File: src/rtl/vga_layer_mixer.sv
// Two-stage priority compositor for N_CH layer pixel streams with per-frame sprite-overlap flags.
// Define VGA_MIXER_WINNER_EN to add the out_sel port reporting the winning layer index.
`timescale 1ns/1ps
module vga_layer_mixer #(
    parameter int N_CH = 10,
    parameter int DATA_W = 12,
    parameter logic [DATA_W-1:0] TRANSP = 12'h000,
    parameter logic [DATA_W-1:0] BG_COLOR = 12'h000
) (
    input  logic                   clk,
    input  logic                   rst,
    input  logic                   in_valid,
    input  logic [N_CH*DATA_W-1:0] in_data,
    input  logic [N_CH-1:0]        layer_en,
    input  logic                   frame_start,
    output logic                   out_valid,
    output logic [DATA_W-1:0]      out_data,
    output logic [N_CH-1:0]        coll_flags,
    output logic                   coll_irq
`ifdef VGA_MIXER_WINNER_EN
    ,
    output logic [$clog2(N_CH+1)-1:0] out_sel
`endif
);

    // True when at least two bits of the opaque vector are set.
    function automatic logic multi_opaque(input logic [N_CH-1:0] v);
        logic seen_one;
        logic seen_two;
        seen_one = 1'b0;
        seen_two = 1'b0;
        for (int i = 0; i < N_CH; i++) begin
            if (v[i]) begin
                seen_two = seen_two | seen_one;
                seen_one = 1'b1;
            end
        end
        return seen_two;
    endfunction

    logic [N_CH-1:0]        opq_s;
    logic                   s1_valid_r;
    logic [N_CH*DATA_W-1:0] s1_data_r;
    logic [N_CH-1:0]        s1_opq_r;
    logic [DATA_W-1:0]      win_data_s;
    logic [N_CH-1:0]        acc_r;
    logic [N_CH-1:0]        contrib_s;
    logic [N_CH-1:0]        next_flags_s;

    // Opaque mask of the incoming pixel slot.
    always_comb begin
        opq_s = '0;
        for (int i = 0; i < N_CH; i++) begin
            opq_s[i] = layer_en[i] && (in_data[i*DATA_W +: DATA_W] != TRANSP);
        end
    end

    // Stage 1 register: raw pixel data, opaque mask and slot valid.
    always_ff @(posedge clk) begin
        if (rst) begin
            s1_valid_r <= 1'b0;
            s1_data_r  <= '0;
            s1_opq_r   <= '0;
        end else begin
            s1_valid_r <= in_valid;
            s1_data_r  <= in_data;
            s1_opq_r   <= opq_s;
        end
    end

    // Priority pick of the stage-1 data; descending scan so the lowest opaque index is written last.
    always_comb begin
        win_data_s = BG_COLOR;
        for (int i = N_CH - 1; i >= 0; i--) begin
            if (s1_opq_r[i]) begin
                win_data_s = s1_data_r[i*DATA_W +: DATA_W];
            end else begin
                win_data_s = win_data_s;
            end
        end
    end

    // The S1 pixel is folded into the published flags when the frame closes on its cycle.
    always_comb begin
        if (s1_valid_r && multi_opaque(s1_opq_r)) begin
            contrib_s = s1_opq_r;
        end else begin
            contrib_s = '0;
        end
        next_flags_s = acc_r | contrib_s;
    end

    // Collision accumulator and frame-close publication.
    always_ff @(posedge clk) begin
        if (rst) begin
            acc_r      <= '0;
            coll_flags <= '0;
            coll_irq   <= 1'b0;
        end else if (frame_start) begin
            acc_r      <= '0;
            coll_flags <= next_flags_s;
            coll_irq   <= |next_flags_s;
        end else begin
            acc_r      <= next_flags_s;
            coll_irq   <= 1'b0;
        end
    end

    // Stage 2 register: composited pixel, held while no valid slot arrives.
    always_ff @(posedge clk) begin
        if (rst) begin
            out_valid <= 1'b0;
            out_data  <= BG_COLOR;
        end else begin
            out_valid <= s1_valid_r;
            if (s1_valid_r) begin
                out_data <= win_data_s;
            end else begin
                out_data <= out_data;
            end
        end
    end

`ifdef VGA_MIXER_WINNER_EN
    localparam int SEL_W = $clog2(N_CH + 1);
    logic [SEL_W-1:0] win_sel_s;

    // Winning index, N_CH meaning background.
    always_comb begin
        win_sel_s = SEL_W'(N_CH);
        for (int i = N_CH - 1; i >= 0; i--) begin
            if (s1_opq_r[i]) begin
                win_sel_s = SEL_W'(i);
            end else begin
                win_sel_s = win_sel_s;
            end
        end
    end

    // Winner index register aligned with out_data.
    always_ff @(posedge clk) begin
        if (rst) begin
            out_sel <= SEL_W'(N_CH);
        end else if (s1_valid_r) begin
            out_sel <= win_sel_s;
        end else begin
            out_sel <= out_sel;
        end
    end
`endif

endmodule

File: config.mk
export PLATFORM = sky130hd
export DESIGN_NAME = vga_layer_mixer
export DESIGN_NICKNAME = d
export VERILOG_FILES = /design/src/rtl/vga_layer_mixer.sv
export SDC_FILE = /design/constraint.sdc
export NUM_CORES = 1
export LEC_CHECK = 0
export ABC_AREA = 0
export CAP_MARGIN = 10
export CELL_PAD_IN_SITES_DETAIL_PLACEMENT = 1
export CELL_PAD_IN_SITES_GLOBAL_PLACEMENT = 1
export CORE_MARGIN = 2
export CORE_UTILIZATION = 33
export DETAILED_ROUTE_END_ITERATION = 12
export GPL_TIMING_DRIVEN = 0
export PLACE_DENSITY = 0.8
export SLEW_MARGIN = 40
export SYNTH_ARGS = -nofsm -noshare
export SYNTH_HDL_FRONTEND = slang
export SYNTH_SLANG_ARGS = --single-unit
File: constraint.sdc
create_clock -name clk -period 1.65 [get_ports clk]
set_input_delay 0.165 -clock clk [delete_from_list [all_inputs] [get_ports clk]]
set_output_delay 0.165 -clock clk [all_outputs]
set_load 0.05 [all_outputs]
==> impl_metrics.toml, run 1 <==
[route]
finalWirelength_mm = 20.8
routed-via-count = 5237
route.detailed.drc = 0
wire_per_inst_um = 20.2
drt_pre_antenna_iters = 5
viasPerCell = 5.11
antenna_violating_nets_post_route = 0
detail_route.iter0.violations = 307

[grt]
use_met3 = 0.0490
grt_use_met2 = 0.373
grt.met1_usage = 0.250
grt_overflow_total = 0
via_count_of_the_first_global_routing_pass = 5617
grt_max_degree = 17
grt_most_used_layer = "met2"
grt_antenna_before_repair = 0
globalRouteTotalUtil = 0.213
grt_first_pass_wirelength_mm = 31.0

[cts]
cts_root_buf = "sky130_fd_sc_hd__clkbuf_16"
tritoncts = "built"
numCtsBuffers = 17
cts.clk_slew.worst_paths_ps = 60
htreeDepth = 4
cts_buffer_depth = 2
worst_skew_pair.late_latency_ps = 430
cts_sinks = 165

[logic_synthesis]
synth_most_common_cell = "sky130_fd_sc_hd__dfxtp_1"
synthCells = 604
synth.yosys.seq_area_share = 0.552
synthArstFlopShare = 0
netlist_area_mm2 = 0.00598
synth.top_cells.by_count = "sky130_fd_sc_hd__dfxtp_1, sky130_fd_sc_hd__nor2b_1, sky130_fd_sc_hd__nor4_1, sky130_fd_sc_hd__clkbuf_1, sky130_fd_sc_hd__inv_1"
yosys_warnings = 0
netlist_top_cells_area = "sky130_fd_sc_hd__dfxtp_1, sky130_fd_sc_hd__nor2b_1, sky130_fd_sc_hd__nor4_1"
netlist.top_cell.by_area = "sky130_fd_sc_hd__dfxtp_1"
number_of_enable_type_register_cells_in_the_synthesized_netlist = 0
ys.flop_type = "sky130_fd_sc_hd__dfxtp_1"
mean_post_synth_cell_area_um2 = 9.91
postSynthRegisterBits = 165
count_of_cell_types_in_the_netlist = 41
portion_of_synthesized_cell_area_occupied_by_the_leading_cell_type = 0.552
mappedNetlistNets = 738

[timing]
hold_slack_ps = 249
layout_worst_path_cycle_share = 1.15
clock.fmax_mhz = 526
clock_skew_ps = 6.68
slew-limit-headroom = 0.498
timing.final.ws_setup_ps = -250
final-max-slew-violation-count = 0
final_hold_viol_count = 0
worst_slew_pin_slew_ps = 750
rsz_0062_raised_after_global_routing = "yes"
setup_viol_count_final = 27
post-route-min-period_ps = 1900

[floorplan]
die-width_um = 139
top_level_ports = 158
floorplan.initialDensity = 0.334
core.rowCount = 49
dieHeight_um = 139
area_of_the_die_mm2 = 0.0192
core_footprint_mm2 = 0.0179

[placement]
post-dp-hpwl_mm = 15.1
gpl.final_weighted_congestion = 0.824
place.port_buffers = 157

[status]
status = "complete, but fails checks"
violated_checks = "negative setup slack"

[final_layout]
final_core_utilization = 0.500
syn2layout_area_growth_pct = 49.6
antenna_cells_inserted = 0
fillCellCount = 1979
design.final.nets = 917
post_route_cells_drive_above_1_share = 0.147

[power]
vdd_drop_max_mv = 0.832
power.density_cell_area_mw_per_mm2 = 1110
static-leakage-power_nw = 3.36

[worst_setup_path]
timing.critical_path.required_ps = 1950
timing_worst_setup_path_type = "flop to flop"
timing.critical_path.fanout_max = 10
critical_path_arrival_ps = 2200
critical_path.startpoint_type = "flop"
end_kind = "flop"
reg2reg_slack_ps = -250

[job]
cap_violations = 0

[worst_hold_path]
worst_hold_path_type = "input pin to flop"
cell usage in the layout, fill, tap and decap left out, types with 10 or more instances in the layout:
| cell type | count |
|---|---|
| sky130_fd_sc_hd__nor4_1 | 31 |
| sky130_fd_sc_hd__clkbuf_1 | 22 |
| sky130_fd_sc_hd__a221oi_4 | 10 |
| sky130_fd_sc_hd__clkbuf_16 | 17 |
| sky130_fd_sc_hd__a31oi_1 | 16 |
| sky130_fd_sc_hd__o221ai_1 | 12 |
| sky130_fd_sc_hd__inv_1 | 26 |
| sky130_fd_sc_hd__clkdlybuf4s50_1 | 133 |
| sky130_fd_sc_hd__a21oi_1 | 10 |
| sky130_fd_sc_hd__o21bai_1 | 10 |
| sky130_fd_sc_hd__nor2_1 | 16 |
| sky130_fd_sc_hd__nor2b_1 | 124 |
| sky130_fd_sc_hd__nand2_1 | 23 |
| sky130_fd_sc_hd__dlygate4sd2_1 | 24 |
| sky130_fd_sc_hd__dfxtp_1 | 160 |
| sky130_fd_sc_hd__o21ai_1 | 14 |
| sky130_fd_sc_hd__a311oi_1 | 10 |
area by class of cell:
class | count | area, um2 | area share
Clock buffer | 23 | 478 | 0.0534
Tap cell | 229 | 287 | 0.0320
Inverter | 26 | 97.6 | 0.0109
Sequential cell | 165 | 3310 | 0.370
Clock inverter | 9 | 173 | 0.0193
Multi-Input combinational cell | 369 | 2790 | 0.311
Buffer | 44 | 249 | 0.0278
Timing Repair Buffer | 160 | 1570 | 0.175
final timing paths:
path                         to           from  cells after the start
hold / removal      s1_opq_r[7]    layer_en[7]                      3
hold reg to reg   coll_flags[1]  coll_flags[1]                      2
setup / recovery       acc_r[4]    s1_opq_r[2]                      6
setup reg to reg       acc_r[4]    s1_opq_r[2]                      6
sequential cells by signal (all words and copies together) (netlist names):
register and flops:
acc_r 10, coll_flags 10, s1_data_r 120, out_data 12
s1_opq_r 10, coll_irq 1, out_valid 1, s1_valid_r 1
worst max-delay path, cell delays in order (launching register included):
cell and delay (ps):
sky130_fd_sc_hd__dfxtp_1 310, sky130_fd_sc_hd__buf_6 140, sky130_fd_sc_hd__or4_4 550, sky130_fd_sc_hd__nor3_4 170, sky130_fd_sc_hd__o221ai_4 210, sky130_fd_sc_hd__a31oi_1 320, sky130_fd_sc_hd__nor2_1 80
what timing repair did:
item                                    CTS  global route
buffers inserted                          2             0
endpoints found under the setup margin   60            33
gates cloned                              1             0
pin swaps                                15            10
hold buffers                              0             0
gates resized for setup                  90            40
metrics by stage:
| step | setup WS (ps) | total power, W | instances | TNS (ps) | instance area (um2) |
|---|---|---|---|---|---|
| floorplan | -37.7 | 0.00489 | 604 | -514 | 6000 |
| global placement | -542 | 0.00550 | 990 | -39810 | 7860 |
| detailed placement | -520 | 0.00553 | 990 | -43850 | 7860 |
| CTS | -238 | 0.00990 | 1025 | -3970 | 8800 |
| global route | -332 | 0.0103 | 1025 | -6290 | 8950 |
| finish | -250 | 0.00995 | 1025 | -4210 | 8950 |
report_power, final:
| group | internal (W) | leakage, nW | total [W] | switching (W) |
|---|---|---|---|---|
| clock | 0.00280 | 0.317 | 0.00434 | 0.00154 |
| combinational | 0.000626 | 1.67 | 0.00131 | 0.000686 |
| sequential | 0.00419 | 1.37 | 0.00430 | 0.000112 |
| total | 0.00761 | 3.36 | 0.00995 | 0.00234 |
logic make-up (layout without fill, tap and decap cells):
| group | Yosys count | count (layout) | synth area share |
|---|---|---|---|
| buffers and inverters | 70 | 262 | 0.0485 |
| AND/OR/NAND/NOR | 222 | 222 | 0.219 |
| adder cells (fa/ha/maj) | 1 | 1 | 0.00167 |
| flip-flops | 165 | 165 | 0.552 |
| AO/OA/AOI/OAI | 146 | 146 | 0.179 |
per-layer routing:
| metal | vias up | routed length, um |
|---|---|---|
| met5 | - | 0 |
| met1 | 2510 | 8740 |
| met2 | 153 | 10400 |
| met4 | 0 | 648 |
| li1 | 2529 | - |
| met3 | 45 | 945 |
(Power assumes the default switching activity.)
==> run 2, diff against run 1 <==
- RECOVER_POWER: unset -> 50
- SKIP_CTS_REPAIR_TIMING: unset -> 1
==> run 2 against run 1 <==
The flow still finishes with violations (negative setup slack). Flip-flop and latch count did not move. Highest routed layer unchanged. Core utilization decreased by 0.45 points. Hold slack improved by 2.4 ps. Design area down 0.91%. Sequential share of layout area up 0.30 points. Register-to-register slack lost 40 ps. Sequential power barely moved. Clock power about the same. Cell count stayed put. Largest power group unchanged. Combinational power fell by 3%.
==> impl_metrics.toml, run 2 (synthesized netlist as in run 1, its figures left out) <==
[timing]
final-max-slew-violation-count = 0
setup_viol_count_final = 32
setup_total_negative_slack_ps = -5600
clock_skew_ps = 6.43
post-route-min-period_ps = 1940
timing.final.ws_setup_ps = -286
rsz_0062_raised_after_global_routing = "yes"
slew-limit-headroom = 0.504
worst_slew_pin_slew_ps = 740
final_hold_viol_count = 0
clock.fmax_mhz = 516
layout_worst_path_cycle_share = 1.17

[cts]
tritoncts = "built"
cts_sinks = 165
cts_root_buf = "sky130_fd_sc_hd__clkbuf_16"
cts.clk_slew.worst_paths_ps = 60
cts_buffer_depth = 2
numCtsBuffers = 17
htreeDepth = 4
worst_skew_pair.late_latency_ps = 430

[route]
antenna_violating_nets_post_route = 0
viasPerCell = 5.14
detail_route.iter0.violations = 330
wire_per_inst_um = 20.4
routed-via-count = 5266
drt_pre_antenna_iters = 6
route.detailed.drc = 0
finalWirelength_mm = 20.9

[power]
share_comb_of_total_power = 0.128
switching_share_of_power = 0.233
relative_contribution_of_the_clock_network_to_total_power = 0.438
vdd_drop_max_mv = 0.797
internal_power_w = 0.00760
share_seq_of_total_power = 0.434
netSwitchingPower_w = 0.00231
static-leakage-power_nw = 3.65
post-layout-total-power_w = 0.00991
power.density_cell_area_mw_per_mm2 = 1120

[worst_setup_path]
reg2reg_slack_ps = -290
timing.critical_path.fanout_max = 10
timing.rr.end = "out_data[3]"
end_kind = "flop"
timing.critical_path.required_ps = 1940
ff2ff_path_depth = 5
critical_path.startpoint_type = "flop"
timing_worst_setup_path_type = "flop to flop"
reg2reg_from = "s1_opq_r[4]"
critical_path_arrival_ps = 2230

[grt]
grt_first_pass_wirelength_mm = 29.3
via_count_of_the_first_global_routing_pass = 5441
grt_overflow_total = 0
grt_max_degree = 17
globalRouteTotalUtil = 0.201
grt_antenna_before_repair = 0

[floorplan]
floorplan.initialDensity = 0.334
die-width_um = 139
dieHeight_um = 139
area_of_the_die_mm2 = 0.0192
core_footprint_mm2 = 0.0179
top_level_ports = 158
core.rowCount = 49

[job]
cap_violations = 0

[worst_hold_path]
worst_hold_path_type = "input pin to flop"
hold_depth = 3
timing.hold.worst.start = "layer_en[7]"
worstHoldEndpoint = "s1_opq_r[7]"

[final_layout]
design.final.nets = 917
post_route_cells_drive_above_1_share = 0.122
max_flop_register = "s1_data_r"
mostFrequentLayoutCell = "sky130_fd_sc_hd__dfxtp_1"
biggestRegsByFlops = "s1_data_r x120, out_data x12"
mostFrequentLayoutCells = "sky130_fd_sc_hd__dfxtp_1, sky130_fd_sc_hd__clkdlybuf4s50_1, sky130_fd_sc_hd__nor2b_1, sky130_fd_sc_hd__nor4_1, sky130_fd_sc_hd__inv_1"
final_area_mm2 = 0.00887
antenna_cells_inserted = 0
largest_register_ff_count = 120
fillCellCount = 1978
syn2layout_area_growth_pct = 48.3

[placement]
gpl.final_weighted_congestion = 0.824
pre_cts_slack_ps = -520
post-dp-hpwl_mm = 15.1
place.port_buffers = 157
post_dp_cell_area_mm2 = 0.00786

[status]
violated_checks = "negative setup slack"
status = "complete, but fails checks"
==> run 2: cell types whose count changed in the layout (fill, tap and decap cells not counted), moves of 5 or more <==
cell                             before  now
sky130_fd_sc_hd__a21oi_1             10   16
sky130_fd_sc_hd__a21oi_2              7    1
sky130_fd_sc_hd__dlygate4sd2_1       24    0
sky130_fd_sc_hd__dlymetal6s2s_1       0   24
sky130_fd_sc_hd__nor2_1              16   23
sky130_fd_sc_hd__nor2_2               7    0
sky130_fd_sc_hd__o21ai_0              7   12
sky130_fd_sc_hd__o31ai_4              5    0
==> run 2: layer usage <==
metal / vias to the layer above / part of all wire / GRT usage
met5: - / 0 / 0
met4: 0 / 0.021 / 0.0665
met3: 28 / 0.044 / 0.0390
met2: 147 / 0.51 / 0.354
met1: 2561 / 0.43 / 0.246
li1: 2530 / - / -
==> run 2: worst max-delay path: stages (launching register included) <==
cell and delay (ps):
sky130_fd_sc_hd__dfxtp_1 490, sky130_fd_sc_hd__buf_2 320, sky130_fd_sc_hd__clkbuf_2 270, sky130_fd_sc_hd__o21ai_0 190, sky130_fd_sc_hd__o31ai_2 380, sky130_fd_sc_hd__a31oi_1 130
==> run 2: layout make-up <==
type / count / area, um2 / share of cell area
Tap cell: 229 / 287 / 0.0323
Sequential cell: 165 / 3310 / 0.373
Clock buffer: 23 / 478 / 0.0539
Timing Repair Buffer: 160 / 1660 / 0.187
Buffer: 44 / 229 / 0.0258
Multi-Input combinational cell: 369 / 2640 / 0.298
Inverter: 26 / 97.6 / 0.0110
Clock inverter: 9 / 173 / 0.0195
==> run 2: worst max-delay path by stage <==
stage,startpoint,endpoint,slack (ps),cells after the start
2_1_floorplan,s1_opq_r[2],coll_flags[0],-40,6
3_3_place_gp,rst,s1_opq_r[3],-540,4
3_5_place_dp,rst,s1_opq_r[3],-520,4
4_1_cts,s1_opq_r[8],out_data[3],-560,7
5_1_grt,s1_opq_r[4],out_data[3],-340,5
6_report,s1_opq_r[4],out_data[3],-290,5
==> run 2: power groups by stage <==
stage,registers (W),clock network [W],logic [W]
detailed placement,0.00436,0,0.00116
CTS,0.00428,0.00436,0.00118
floorplan,0.00442,0,0.000471
global placement,0.00436,0,0.00115
finish,0.00429,0.00434,0.00127
global route,0.00431,0.00454,0.00136
==> run 2: through the flow <==
stage               hold slack [ps]  std cells  utilization
detailed placement              451        990        0.439
global route                    257       1025        0.496
floorplan                       261        604            -
finish                          252       1025        0.496
CTS                             251       1022        0.475
global placement                438        990        0.439
